$ cat src/rtl/lut_cell_if.sv
// ============================================================================
// Module      : lut_cell_if
// Description : Serial configuration stream bundle for lut_cell. One truth-
//               table bit per beat, AXI-Stream style valid/ready handshake
//               with a last-beat marker.
//   cfg_tvalid  source -> sink   beat valid
//   cfg_tready  sink   -> source beat accepted when tvalid && tready
//   cfg_tdata   source -> sink   configuration bit
//   cfg_tlast   source -> sink   final beat of the bitstream
// Revision    : 1.0 - initial release
// ============================================================================
`default_nettype none

interface lut_cell_if;
  logic cfg_tvalid;
  logic cfg_tready;
  logic cfg_tdata;
  logic cfg_tlast;

  modport master (
    output cfg_tvalid,
    output cfg_tdata,
    output cfg_tlast,
    input  cfg_tready
  );

  modport slave (
    input  cfg_tvalid,
    input  cfg_tdata,
    input  cfg_tlast,
    output cfg_tready
  );
endinterface

`default_nettype wire

$ cat src/rtl/lut_cell.sv
// ============================================================================
// Module      : lut_cell
// Description : Configurable logic element with NUM_OUTPUTS independent
//               WIDTH-input LUTs sharing one select vector. Truth tables are
//               streamed in one bit per beat into a shadow register and copied
//               to the active tables only when a complete, well-formed
//               bitstream arrives. Malformed streams (early tlast, missing
//               tlast) raise a one-cycle cfg_error and leave the previous
//               configuration in use.
// Ports       :
//   clk        rising-edge clock
//   rst        synchronous active-high reset
//   cfg        reconfiguration request (level)
//   cfg_bus    serial config stream (lut_cell_if.slave)
//   cfg_ready  a valid configuration is committed
//   cfg_error  one-cycle pulse on a malformed bitstream
//   run        enable evaluation
//   run_in     LUT select vector
//   run_out    LUT results, bit k is LUT k
// Options     : LUT_CELL_FF_EN - appends NUM_OUTPUTS mode bits to the
//               bitstream; mode bit k selects a registered output for LUT k.
// Revision    : 1.0 - initial release
// ============================================================================
`default_nettype none

module lut_cell #(
  parameter int WIDTH       = 4,
  parameter int NUM_OUTPUTS = 2
) (
  input  wire                    clk,
  input  wire                    rst,
  input  wire                    cfg,
  lut_cell_if.slave              cfg_bus,
  output logic                   cfg_ready,
  output logic                   cfg_error,
  input  wire                    run,
  input  wire  [WIDTH-1:0]       run_in,
  output logic [NUM_OUTPUTS-1:0] run_out
);

  localparam int DEPTH      = 1 << WIDTH;
  localparam int TABLE_BITS = NUM_OUTPUTS * DEPTH;
`ifdef LUT_CELL_FF_EN
  localparam int CFG_BITS   = TABLE_BITS + NUM_OUTPUTS;
`else
  localparam int CFG_BITS   = TABLE_BITS;
`endif
  localparam int CNT_W      = $clog2(CFG_BITS + 1);
  localparam int IDX_W      = $clog2(CFG_BITS);
  localparam logic [CNT_W-1:0] LAST_BEAT = CNT_W'(CFG_BITS - 1);

  typedef enum logic [2:0] {
    ST_INIT  = 3'd0,
    ST_LOAD  = 3'd1,
    ST_DRAIN = 3'd2,
    ST_IDLE  = 3'd3,
    ST_RUN   = 3'd4
  } state_t;

  state_t                 state;
  state_t                 state_nxt;
  logic [CNT_W-1:0]       beat_cnt;
  logic [IDX_W-1:0]       beat_idx;
  logic [CFG_BITS-1:0]    shadow;
  logic [CFG_BITS-1:0]    shadow_upd;
  logic [CFG_BITS-1:0]    active;
  logic [NUM_OUTPUTS-1:0] lut_val;
  logic                   tready;
  logic                   store;
  logic                   cnt_clear;
  logic                   commit;
  logic                   discard;
  logic                   malformed;

  assign cfg_bus.cfg_tready = tready;

  // The counter is one bit wider than an index only when CFG_BITS is a power
  // of two; while loading it never exceeds CFG_BITS-1, so the low bits suffice.
  assign beat_idx = beat_cnt[IDX_W-1:0];

  // --------------------------------------------------------------------------
  // State register
  // --------------------------------------------------------------------------
  always_ff @(posedge clk) begin
    if (rst) begin
      state <= ST_INIT;
    end else begin
      state <= state_nxt;
    end
  end

  // --------------------------------------------------------------------------
  // Next-state and control decode
  // --------------------------------------------------------------------------
  always_comb begin
    state_nxt = state;
    tready    = 1'b0;
    store     = 1'b0;
    cnt_clear = 1'b0;
    commit    = 1'b0;
    discard   = 1'b0;
    malformed = 1'b0;
    unique case (state)
      ST_INIT: begin
        if (cfg) begin
          state_nxt = ST_LOAD;
          cnt_clear = 1'b1;
        end
      end
      ST_LOAD: begin
        tready = 1'b1;
        if (cfg_bus.cfg_tvalid) begin
          store = 1'b1;
          if (beat_cnt == LAST_BEAT) begin
            if (cfg_bus.cfg_tlast) begin
              commit    = 1'b1;
              state_nxt = ST_IDLE;
            end else begin
              // Stream is longer than expected: swallow the rest until tlast.
              malformed = 1'b1;
              state_nxt = ST_DRAIN;
            end
          end else if (cfg_bus.cfg_tlast) begin
            malformed = 1'b1;
            discard   = 1'b1;
            state_nxt = cfg_ready ? ST_IDLE : ST_INIT;
          end
        end
      end
      ST_DRAIN: begin
        tready = 1'b1;
        if (cfg_bus.cfg_tvalid && cfg_bus.cfg_tlast) begin
          state_nxt = cfg_ready ? ST_IDLE : ST_INIT;
        end
      end
      ST_IDLE: begin
        if (run) begin
          state_nxt = ST_RUN;
        end else if (cfg) begin
          state_nxt = ST_LOAD;
          cnt_clear = 1'b1;
        end
      end
      ST_RUN: begin
        if (!run) begin
          if (cfg) begin
            state_nxt = ST_LOAD;
            cnt_clear = 1'b1;
          end else begin
            state_nxt = ST_IDLE;
          end
        end
      end
      default: begin
        state_nxt = ST_INIT;
      end
    endcase
  end

  // Shadow image including the beat currently on the bus, so the final beat
  // lands in the active tables on the same edge as its handshake.
  always_comb begin
    shadow_upd           = shadow;
    shadow_upd[beat_idx] = cfg_bus.cfg_tdata;
  end

  // --------------------------------------------------------------------------
  // Configuration datapath
  // --------------------------------------------------------------------------
  always_ff @(posedge clk) begin
    if (rst) begin
      beat_cnt  <= '0;
      shadow    <= '0;
      active    <= '0;
      cfg_ready <= 1'b0;
      cfg_error <= 1'b0;
    end else begin
      cfg_error <= malformed;
      if (cnt_clear) begin
        beat_cnt <= '0;
      end else if (store) begin
        beat_cnt <= beat_cnt + CNT_W'(1);
      end
      if (discard) begin
        shadow <= '0;
      end else if (store) begin
        shadow <= shadow_upd;
      end
      if (commit) begin
        active    <= shadow_upd;
        cfg_ready <= 1'b1;
      end
    end
  end

  // --------------------------------------------------------------------------
  // LUT lookup
  // --------------------------------------------------------------------------
  for (genvar k = 0; k < NUM_OUTPUTS; k++) begin : g_lut
    logic [DEPTH-1:0] tbl;
    assign tbl        = active[k*DEPTH +: DEPTH];
    assign lut_val[k] = tbl[run_in];
  end

`ifdef LUT_CELL_FF_EN
  logic [NUM_OUTPUTS-1:0] mode;
  logic [NUM_OUTPUTS-1:0] ff_q;

  assign mode = active[TABLE_BITS +: NUM_OUTPUTS];

  // Registered outputs track the lookup only while running and hold
  // otherwise; a fresh commit restarts them from zero.
  always_ff @(posedge clk) begin
    if (rst || commit) begin
      ff_q <= '0;
    end else if (state == ST_RUN) begin
      ff_q <= lut_val;
    end
  end

  always_comb begin
    run_out = ff_q & mode;
    if (state == ST_RUN) begin
      run_out = run_out | (lut_val & ~mode);
    end
  end
`else
  always_comb begin
    run_out = '0;
    if (state == ST_RUN) begin
      run_out = lut_val;
    end
  end
`endif

endmodule

`default_nettype wire

$ cat src/flat_wrapper.sv
// flat-port wrapper written by rule: the top's interface ports become plain ports
module lut_cell_flat 
#(
  parameter int WIDTH       = 4,
  parameter int NUM_OUTPUTS = 2
)
  (clk, rst, cfg, cfg_ready, cfg_error, run, run_in, run_out, cfg_bus_cfg_tvalid, cfg_bus_cfg_tdata, cfg_bus_cfg_tlast, cfg_bus_cfg_tready);
  lut_cell_if cfg_bus_i ();
  input  wire clk;
  input  wire rst;
  input  wire cfg;
  output logic cfg_ready;
  output logic cfg_error;
  input  wire run;
  input  wire  [WIDTH-1:0] run_in;
  output logic [NUM_OUTPUTS-1:0] run_out;
  input wire logic [$bits(cfg_bus_i.cfg_tvalid)-1:0] cfg_bus_cfg_tvalid;
  input wire logic [$bits(cfg_bus_i.cfg_tdata)-1:0] cfg_bus_cfg_tdata;
  input wire logic [$bits(cfg_bus_i.cfg_tlast)-1:0] cfg_bus_cfg_tlast;
  output wire logic [$bits(cfg_bus_i.cfg_tready)-1:0] cfg_bus_cfg_tready;
  assign cfg_bus_i.cfg_tvalid = cfg_bus_cfg_tvalid;
  assign cfg_bus_i.cfg_tdata = cfg_bus_cfg_tdata;
  assign cfg_bus_i.cfg_tlast = cfg_bus_cfg_tlast;
  assign cfg_bus_cfg_tready = cfg_bus_i.cfg_tready;
  lut_cell #(.WIDTH(WIDTH), .NUM_OUTPUTS(NUM_OUTPUTS)) u_core (.clk(clk), .rst(rst), .cfg(cfg), .cfg_bus(cfg_bus_i), .cfg_ready(cfg_ready), .cfg_error(cfg_error), .run(run), .run_in(run_in), .run_out(run_out));
endmodule
$ cat config.mk
export PLATFORM = sky130hd
export DESIGN_NAME = lut_cell_flat
export DESIGN_NICKNAME = d
export VERILOG_FILES = /design/src/rtl/lut_cell_if.sv /design/src/rtl/lut_cell.sv /design/src/flat_wrapper.sv
export SDC_FILE = /design/constraint.sdc
export NUM_CORES = 1
export LEC_CHECK = 0
export CORE_ASPECT_RATIO = 0.8
export CORE_MARGIN = 4
export CORE_UTILIZATION = 35
export CTS_CLUSTER_SIZE = 20
export DETAILED_ROUTE_END_ITERATION = 10
export GPL_TIMING_DRIVEN = 0
export PLACE_DENSITY = 0.48
export SLEW_MARGIN = 10
export SYNTH_ARGS = -nofsm -noshare
export SYNTH_HDL_FRONTEND = slang
export SYNTH_SLANG_ARGS = --single-unit
$ cat constraint.sdc
create_clock -name clk -period 3.1 [get_ports clk]
set_input_delay 0.465 -clock clk [delete_from_list [all_inputs] [get_ports clk]]
set_output_delay 0.465 -clock clk [all_outputs]
set_load 0.02 [all_outputs]
==> metrics.yaml, run 1 <==
status:
  outcome: "completed"
floorplanning:
  die_w_um: 126
  core_um2: 10900
  io_pins: 16
  num_rows: 34
  dieArea_um2: 13000
  die_h_um: 103
  start_util_pct: 35.9
timing:
  tightestPinTransition_ns: 0.679
  rsz0062_at_grt: "no"
  fin_crit_ns: 2.90
  report.final.slew_viol_count: 0
  hold_viol_final: 0
  slew_headroom_pct: 54.8
  worst_slack_ns: 0.198
  fin_tns_setup_ns: 0
  setup_viol: 0
  post-route-period-util_pct: 93.6
  clock_skew_ns: 0.00385
  fmax_mhz: 345
clock_tree:
  post-cts-setup-buffers: 0
  ctsHtreeMaxLevel: 3
  cts_inserted_buffers: 9
  postCtsHoldBufs: 0
  clock_path_buffers: 2
  post_cts_resized: 0
  insertion_delay_ns: 0.34
  cts_sinks: 75
  clk_pin_slew_worst_paths_ns: 0.06
  cts_tree: "built"
  clock-root-buffer: "clkbuf_16"
final_layout:
  syn_to_final_growth_pct: 15.7
  antenna_cells: 0
  seq_area_um2: 1500
  fillers: 1078
  postLayoutCellArea_um2: 4540
  drive_above_1_share_pct: 13.0
  multi_input_area_um2: 2160
  layout.nets: 512
synthesis:
  synth_seq_cells: 75
  synthesis.nets: 489
  synthArstFlopShare_pct: 0
  ys.warnings.count: 0
  synth_top_area_share_pct: 38.3
  synth_seq_area_share_pct: 38.3
  netlist.top_cell.by_area: "dfxtp_1"
  synth_area_per_cell_um2: 8.31
  synth_cells: 472
  synth_edf_count: 0
  synthTopCellsByArea: "dfxtp_1, nand2_1, nand3_1"
  synth_area_um2: 3920
  yosys.cell_types.count: 37
  synth_flop_cell: "dfxtp_1"
setup_path:
  start_kind: "input port"
  worstReg2RegStart: "u_core.beat_cnt[0]"
  endpoint_kind: "primary output"
  startpoint: "run_in[1]"
  arrival_ns: 2.44
  required_ns: 2.63
  rrSetupSlack_ns: 0.40
  r2r-end: "u_core.shadow[3]"
  worstPathMaxFanout: 8
  reg2regPathDepth: 10
  crit_type: "input port to primary output"
power_and_ir_drop:
  powerDensity_nw_per_um2: 545
  swShare_pct: 26.7
  power_switching_mw: 0.659
  leakagePower_nw: 1.54
  power_frac_seq_pct: 40.9
  ir_worst_vdd_mv: 0.259
  p_int_mw: 1.81
  combPwrFrac_pct: 14.8
  clkPwrFrac_pct: 44.3
placed_design:
  placed_area_um2: 4220
  dp_hpwl_um: 7970
  pre_cts_ws_ns: 0.159
  port_buffers: 12
  gp_congestion: 0.807
routing:
  first_pass_iters: 5
  drt_iter0_drc: 283
  wl_um: 11200
  drcViolationCount: 0
  wl_per_cell_um: 17.4
  ant_nets: 0
  vias: 3421
  avgViaCountPerCell: 5.31
grt:
  grt_usage_pct: 18.1
  first_global_vias: 3212
  grt_util_met2_pct: 25.4
  top_usage_layer: "met1"
  grtUsageMet1_pct: 26.9
  grt_pass1_wl_um: 18100
  use_met3_pct: 4.35
  overflow: 0
  antenna_found_initial: 0
  grt_max_degree: 13
worst_hold_path:
  worstHoldPathCells: 2
  hold_start: "u_core.shadow[31]"
  worst_hold_path.endpoint: "u_core.shadow[31]"
  hp-class: "register to register"
run:
  maxCapViolCount: 0
[power by group through the flow]
stage | clock (mW) | sequential, mW | combinational, mW
finish | 1.09 | 1.01 | 0.366
global route | 1.15 | 1.01 | 0.398
CTS | 1.12 | 1.01 | 0.364
detailed placement | 0 | 1.03 | 0.363
global placement | 0 | 1.03 | 0.363
floorplan | 0 | 1.03 | 0.249
[worst max-delay path by stage]
stage | endpoint | slack [ns] | cells past startpoint
after floorplan | run_out[1] | 0.86 | 4
after global placement | run_out[1] | 0.14 | 5
after detailed placement | run_out[1] | 0.16 | 5
after CTS | run_out[1] | 0.14 | 5
after global routing | run_out[1] | 0.11 | 5
final | run_out[1] | 0.20 | 5
[state kept, by name, indices dropped and copies added, names as in the netlist]
name / cells
u_core.active: 32
u_core.shadow: 32
u_core.beat_cnt: 6
u_core.state: 3
u_core.cfg_error: 1
u_core.cfg_ready: 1
[cell usage after synthesis, drive strengths merged (2+ instances only)]
library cell and count:
a211oi 18, a21o 2, a21oi 20, a311oi 24, and2 6, and3b 4
buf 26, clkbuf 22, dfxtp 75, ha 6, inv 6, mux2i 18
mux4 10, nand2 99, nand3 47, nand4 2, nor2 62, nor2b 3
nor3b 2, o21ai 6, xnor2 3, xor2 2
[metrics by stage]
stage / total power, mW / utilization, % / hold WS [ns] / cells
after floorplan: 1.28 / - / 0.437 / 472
after global placement: 1.39 / 38.6 / 0.443 / 628
after detailed placement: 1.39 / 38.6 / 0.450 / 628
after CTS: 2.49 / 41.5 / 0.458 / 644
after global routing: 2.56 / 41.5 / 0.467 / 644
final: 2.47 / 41.5 / 0.458 / 644
[routing by layer]
metal | wire, um | up-vias
met2 | 4600 | 95
li1 | - | 1685
met4 | 172 | 0
met5 | 0 | -
met3 | 665 | 17
met1 | 5780 | 1624
[worst max-delay path, cell delays in order]
cell and delay [ns]:
clkbuf_1 0.40, mux4_1 0.42, mux4_2 0.48, nor2b_1 0.14, clkdlybuf4s50_1 0.53
[kinds of logic after synthesis]
family,count (synthesis),share of synthesized area (%)
compound gates,74,15.6
buf+inv,54,6.76
xor+xnor,5,1.12
flops,75,38.3
simple gates,230,25.7
mux,28,10.6
fa+ha+maj,6,1.91
[layout by cell type (no fill, tap or decap), types with 3 or more instances in the layout]
| cell | instances |
|---|---|
| dfxtp_1 | 75 |
| clkbuf_8 | 3 |
| mux2i_1 | 18 |
| a311oi_1 | 15 |
| buf_4 | 3 |
| mux4_1 | 3 |
| xnor2_1 | 3 |
| a211oi_2 | 7 |
| and3b_1 | 4 |
| nor2_1 | 62 |
| buf_2 | 17 |
| clkdlybuf4s50_1 | 12 |
| clkbuf_16 | 9 |
| a21oi_1 | 20 |
| buf_6 | 4 |
| nand3_1 | 47 |
| nor2b_1 | 3 |
| mux4_2 | 7 |
| a211oi_1 | 11 |
| inv_1 | 6 |
| clkbuf_1 | 22 |
| and2_1 | 6 |
| o21ai_0 | 6 |
| nand2_1 | 99 |
| ha_1 | 6 |
| a311oi_2 | 9 |
[final cells by class]
type                            instances  share of cell area (%)
Buffer                                 48                    5.35
Clock buffer                           12                    5.87
Clock inverter                          4                    1.05
Inverter                                6                   0.496
Multi-Input combinational cell        343                    47.5
Sequential cell                        75                    33.1
Tap cell                              144                    3.97
Timing Repair Buffer                   12                    2.65
Power figures use the tool's default switching activity.
==> inputs of run 2 (changes only) <==
--- a/config.mk
+++ b/config.mk
@@ -12,6 +12,7 @@
 export DETAILED_ROUTE_END_ITERATION = 10
 export GPL_TIMING_DRIVEN = 0
 export PLACE_DENSITY = 0.48
+export REMOVE_ABC_BUFFERS = 1
 export SLEW_MARGIN = 10
 export SYNTH_ARGS = -nofsm -noshare
 export SYNTH_HDL_FRONTEND = slang
==> metrics.yaml, run 2 (synthesis results as in run 1) <==
status:
  outcome: "completed"
power_and_ir_drop:
  powerDensity_nw_per_um2: 533  # -2.0%
  ir_worst_vdd_mv: 0.252  # -2.9%
  leakagePower_nw: 1.39  # -9.6%
  totalPowerFinal_mw: 2.30  # -6.7%
setup_path:
  cpPeakStageDelay_ns: 0.53  # about the same
  endpoint_kind: "primary output"
  start_kind: "input port"
  worstPathMaxFanout: 8  # unchanged
  critPathTopFamily: "buffers and inverters"
  path_buf_inv: 2  # unchanged
  crit_type: "input port to primary output"
  arrival_ns: 2.57  # +0.13 ns
  cp_common_cell: "mux4_2"
  required_ns: 2.63  # about the same
  crit_path_top_delay_cell: "clkdlybuf4s50_1"
  crit_chain: "clkdlybuf4s15_1 -> mux4_2 -> mux4_2 -> nor2b_1 -> clkdlybuf4s50_1"
clock_tree:
  postCtsHoldBufs: 0  # unchanged
  cts_sinks: 75  # unchanged
  clock-root-buffer: "clkbuf_16"
  post-cts-setup-buffers: 0  # unchanged
  cts_inserted_buffers: 9  # unchanged
  clk_pin_slew_worst_paths_ns: 0.06  # about the same
  cts_tree: "built"
  insertion_delay_ns: 0.33  # about the same
  clock_path_buffers: 2  # unchanged
  post_cts_resized: 7  # +7
  ctsHtreeMaxLevel: 3  # unchanged
grt:
  grt_pass1_wl_um: 15800  # -12%
  first_global_vias: 2884  # -10%
  overflow: 0  # unchanged
  grt_max_degree: 66  # +53
  antenna_found_initial: 0  # unchanged
  grt_usage_pct: 15.7  # -2.3 points
final_layout:
  fin_cells: 599  # -7.0%
  syn_to_final_growth_pct: 10.1
  fin_util_pct: 39.5  # -2.0 points
  layout.nets: 469  # -8.4%
  drive_above_1_share_pct: 10.3  # -2.7 points
  final_cell_mix: "nand2_1, dfxtp_1, nor2_1"
  multi_input_area_um2: 2160  # +0.29%
  final_common_cell: "nand2_1"
  reg_top3: "u_core.active (32), u_core.shadow (32), u_core.beat_cnt (6)"
  seq_area_um2: 1500  # unchanged
  fillers: 1099  # +1.9%
  antenna_cells: 0  # unchanged
timing:
  fmax_mhz: 330  # -4.4%
  post-route-period-util_pct: 97.9  # +4.3 points
  tightestPinTransition_ns: 0.966  # +0.288 ns
  hold_viol_final: 0  # unchanged
  slew_headroom_pct: 35.6  # -19 points
  fin_crit_ns: 3.03  # +0.133 ns
  hold_slack_ns: 0.455  # -0.00250 ns
  rsz0062_at_grt: "no"
  report.final.slew_viol_count: 0  # unchanged
  clock_skew_ns: 0.00426  # +0.000408 ns
  setup_viol: 0  # unchanged
routing:
  wl_um: 9810  # -13%
  vias: 3194  # -6.6%
  first_pass_iters: 4  # -1
  avgViaCountPerCell: 5.33  # +0.38%
  ant_nets: 0  # unchanged
  drt_iter0_drc: 212  # -25%
  wl_per_cell_um: 16.4  # -6.0%
  drcViolationCount: 0  # unchanged
worst_hold_path:
  hp-class: "register to register"
placed_design:
  dp_hpwl_um: 5970  # -25%
  gp_congestion: 0.778  # -3.6%
  dp.cells: 585  # -6.8%
  port_buffers: 15  # +3
floorplanning:
  die_w_um: 126  # unchanged
  dieArea_um2: 13000  # unchanged
  io_pins: 16  # unchanged
  num_rows: 34  # unchanged
  start_util_pct: 35.9  # unchanged
  core_um2: 10900  # unchanged
  die_h_um: 103  # unchanged
run:
  maxCapViolCount: 0  # unchanged
-- run 2: report_power, final --
group / total [mW] / internal [mW] / switching [mW]
clock network: 0.955 / 0.572 / 0.383
registers: 1.03 / 0.997 / 0.0349
logic: 0.317 / 0.116 / 0.201
total: 2.30 / 1.69 / 0.619
-- run 2: layout make-up --
class	instances	share of cell area, %
inverters	6	0.521
clock inverters	3	0.348
well taps	144	4.17
multi-input cells	343	50.1
clock buffers	11	5.85
repair buffers	17	4.29
flip-flops and latches	75	34.8
-- run 2: worst min-delay path, delay by kind of cell, from the launching register on --
| kind | cells | cell delay, ns |
|---|---|---|
| compound gates | 1 | 0.05 |
| flops | 1 | 0.31 |
| simple gates | 1 | 0.05 |
-- run 2: routing by layer --
layer | up-vias | global-route usage (%) | part of all wire [%]
met4 | 0 | 3.71 | 1.1
li1 | 1608 | - | -
met5 | - | 0 | 0
met1 | 1530 | 21.3 | 51
met3 | 11 | 3.68 | 3.6
met2 | 45 | 25.7 | 44
-- run 2: through the flow --
stage | setup TNS, ns | instance area [um^2] | setup WS [ns]
2_1_floorplan | -3.48 | 3680 | -0.145
3_3_place_gp | -60.07 | 4010 | -1.34
3_5_place_dp | -8.21 | 4050 | -0.611
4_1_cts | 0 | 4310 | 0.0278
5_1_grt | 0 | 4320 | 0.0106
6_report | 0 | 4320 | 0.0652
-- run 2: final timing paths --
path	depth (start not counted)	slack [ns]	to	startpoint
worst min-delay path	2	0.46	u_core.shadow[22]	u_core.shadow[22]
worst max register to register	7	0.30	u_core.active[14]	u_core.beat_cnt[0]
worst min register to register	2	0.46	u_core.shadow[22]	u_core.shadow[22]
worst max-delay path	5	0.07	run_out[0]	run_in[1]
==> inputs of run 3 (changes only) <==
--- a/config.mk
+++ b/config.mk
@@ -5,13 +5,15 @@
 export SDC_FILE = /design/constraint.sdc
 export NUM_CORES = 1
 export LEC_CHECK = 0
+export CAP_MARGIN = 30
 export CORE_ASPECT_RATIO = 0.8
 export CORE_MARGIN = 4
 export CORE_UTILIZATION = 35
 export CTS_CLUSTER_SIZE = 20
 export DETAILED_ROUTE_END_ITERATION = 10
 export GPL_TIMING_DRIVEN = 0
-export PLACE_DENSITY = 0.48
+export PLACE_DENSITY = 0.55
+export RECOVER_POWER = 25
 export REMOVE_ABC_BUFFERS = 1
 export SLEW_MARGIN = 10
 export SYNTH_ARGS = -nofsm -noshare
==> metrics.yaml, run 3 (synthesis results as in run 1) <==
timing:
  worst_slack_ns: 0.116  # +0.0511 ns
  fin_tns_setup_ns: 0  # unchanged
  fin_crit_ns: 2.98  # -0.0511 ns
  hold_slack_ns: 0.457  # +0.00149 ns
  tightestPinTransition_ns: 0.897  # -0.0696 ns
  clock_skew_ns: 0.00455  # +0.000288 ns
  post-route-period-util_pct: 96.2  # -1.6 points
  report.final.slew_viol_count: 0  # unchanged
  slew_headroom_pct: 39.9  # +4.4 points
  setup_viol: 0  # unchanged
  hold_viol_final: 0  # unchanged
  rsz0062_at_grt: "no"
  fmax_mhz: 335  # +1.7%
final_layout:
  final_cell_mix: "nand2_1, dfxtp_1, nor2_1"
  final_common_cell: "nand2_1"
  layout.nets: 472  # +0.64%
  antenna_cells: 0  # unchanged
  fillers: 1075  # -2.2%
  syn_to_final_growth_pct: 12.2
  postLayoutCellArea_um2: 4400  # +1.9%
  reg_top3: "u_core.active (32), u_core.shadow (32), u_core.beat_cnt (6)"
  drive_above_1_share_pct: 11.3  # +0.97 points
setup_path:
  rrSetupSlack_ns: 0.44  # +0.14 ns
  startpoint: "run_in[0]"
  start_kind: "input port"
  worstPathMaxFanout: 8  # unchanged
  endpoint_kind: "primary output"
  cpPeakStageDelay_ns: 0.65  # +0.12 ns
  required_ns: 2.63  # about the same
  crit_path_top_delay_cell: "mux4_1"
  arrival_ns: 2.52  # -0.05 ns
  crit_type: "input port to primary output"
  worstReg2RegStart: "u_core.beat_cnt[0]"
  crit_chain: "clkbuf_4 -> mux4_1 -> mux4_2 -> nor2b_1 -> clkdlybuf4s50_1"
placed_design:
  port_buffers: 15  # unchanged
  placed_area_um2: 4060  # +0.19%
  pre_cts_ws_ns: -0.643  # -0.0319 ns
  dp_hpwl_um: 5870  # -1.7%
  gp_congestion: 0.768  # -1.4%
grt:
  first_global_vias: 3065  # +6.3%
  grt_usage_pct: 15.8  # +0.048 points
  overflow: 0  # unchanged
  antenna_found_initial: 0  # unchanged
  grt_pass1_wl_um: 16000  # +1.0%
  grt_max_degree: 66  # unchanged
floorplanning:
  dieArea_um2: 13000  # unchanged
  num_rows: 34  # unchanged
  die_w_um: 126  # unchanged
  io_pins: 16  # unchanged
  start_util_pct: 35.9  # unchanged
  die_h_um: 103  # unchanged
  core_um2: 10900  # unchanged
power_and_ir_drop:
  powerDensity_nw_per_um2: 567  # +6.4%
  p_int_mw: 1.86  # +10%
  combPwrFrac_pct: 12.9  # -0.9 points
  power_switching_mw: 0.638  # +3.1%
  power_frac_seq_pct: 41.3  # -3.5 points
  swShare_pct: 25.6  # -1.3 points
  leakagePower_nw: 1.44  # +3.6%
  ir_worst_vdd_mv: 0.234  # -7.0%
  totalPowerFinal_mw: 2.50  # +8.4%
  clkPwrFrac_pct: 45.8  # +4.3 points
clock_tree:
  cts_inserted_buffers: 9  # unchanged
  clock-root-buffer: "clkbuf_16"
  ctsHtreeMaxLevel: 3  # unchanged
  post-cts-setup-buffers: 0  # unchanged
  clk_pin_slew_worst_paths_ns: 0.06  # about the same
  clock_path_buffers: 2  # unchanged
  cts_tree: "built"
  cts_sinks: 75  # unchanged
  insertion_delay_ns: 0.34  # about the same
routing:
  first_pass_iters: 4  # unchanged
  avgViaCountPerCell: 5.32  # -0.27%
  ant_nets: 0  # unchanged
  drt_iter0_drc: 231  # +9.0%
  wl_um: 9840  # +0.36%
  vias: 3212  # +0.56%
  wl_per_cell_um: 16.3  # -0.47%
  drcViolationCount: 0  # unchanged
run:
  maxCapViolCount: 0  # unchanged
status:
  outcome: "completed"
worst_hold_path:
  hp-class: "register to register"
  hold_start: "u_core.shadow[28]"
==> run 3: cell count changes in the layout (fill, tap and decap cells not counted) <==
cell,previous run,this run
buf_8,0,1
buf_12,1,2
and2_1,5,2
bufinv_16,0,2
a21o_2,1,0
and2_4,1,2
buf_6,0,1
clkbuf_2,0,1
dlygate4sd3_1,0,5
buf_16,1,0
clkdlybuf4s50_1,11,6
a21o_1,1,2
clkdlybuf4s15_1,1,0
and2_0,0,3
==> run 3: power groups by stage <==
stage	Clock (mW)	Sequential [mW]	Combinational [mW]
global placement	0	1.05	0.307
global route	1.21	1.04	0.359
detailed placement	0	1.05	0.321
finish	1.14	1.03	0.321
CTS	1.18	1.03	0.321
floorplan	0	1.04	0.193
==> run 3: through the flow <==
stage | cells | util, %
after floorplan | 424 | -
after global placement | 583 | 36.7
after detailed placement | 586 | 37.1
after CTS | 602 | 40.1
after global routing | 604 | 40.2
final | 604 | 40.2
==> run 3: path summary, 6_finish.rpt <==
kind	endpoint	cells past startpoint
setup reg to reg	u_core.shadow[4]	8
setup / recovery	run_out[1]	5
hold / removal	u_core.shadow[28]	2
hold reg to reg	u_core.shadow[28]	2
==> run 3: metal layers <==
layer  track usage (%)  vias to the layer above  wire [um]
met5                 0                        -          0
li1                  -                     1604          -
met3              4.40                        7        417
met2              25.6                       61       4720
met1              20.8                     1540       4620
met4              4.37                        0         80
==> run 3: cell type report <==
class | count | area [um^2] | area share [%]
multi-input combinational | 344 | 2170 | 49.3
sequential | 75 | 1500 | 34.1
clock buffer | 11 | 253 | 5.74
timing repair buffer | 19 | 199 | 4.52
tap | 144 | 180 | 4.09
clock inverter | 5 | 75.1 | 1.71
inverter | 6 | 22.5 | 0.512
==> run 3: worst max-delay path: cells and delay by family <==
kind / cells / cell delay [ns]
simple gates: 1 / 0.15
mux: 2 / 1.12
buf+inv: 2 / 0.77
==> run 3: repair_timing <==
action                     in CTS  in global routing
setup endpoints to repair       2                 36
hold buffers                    0                  0
resized for setup               6                  5
cloned                          0                  1
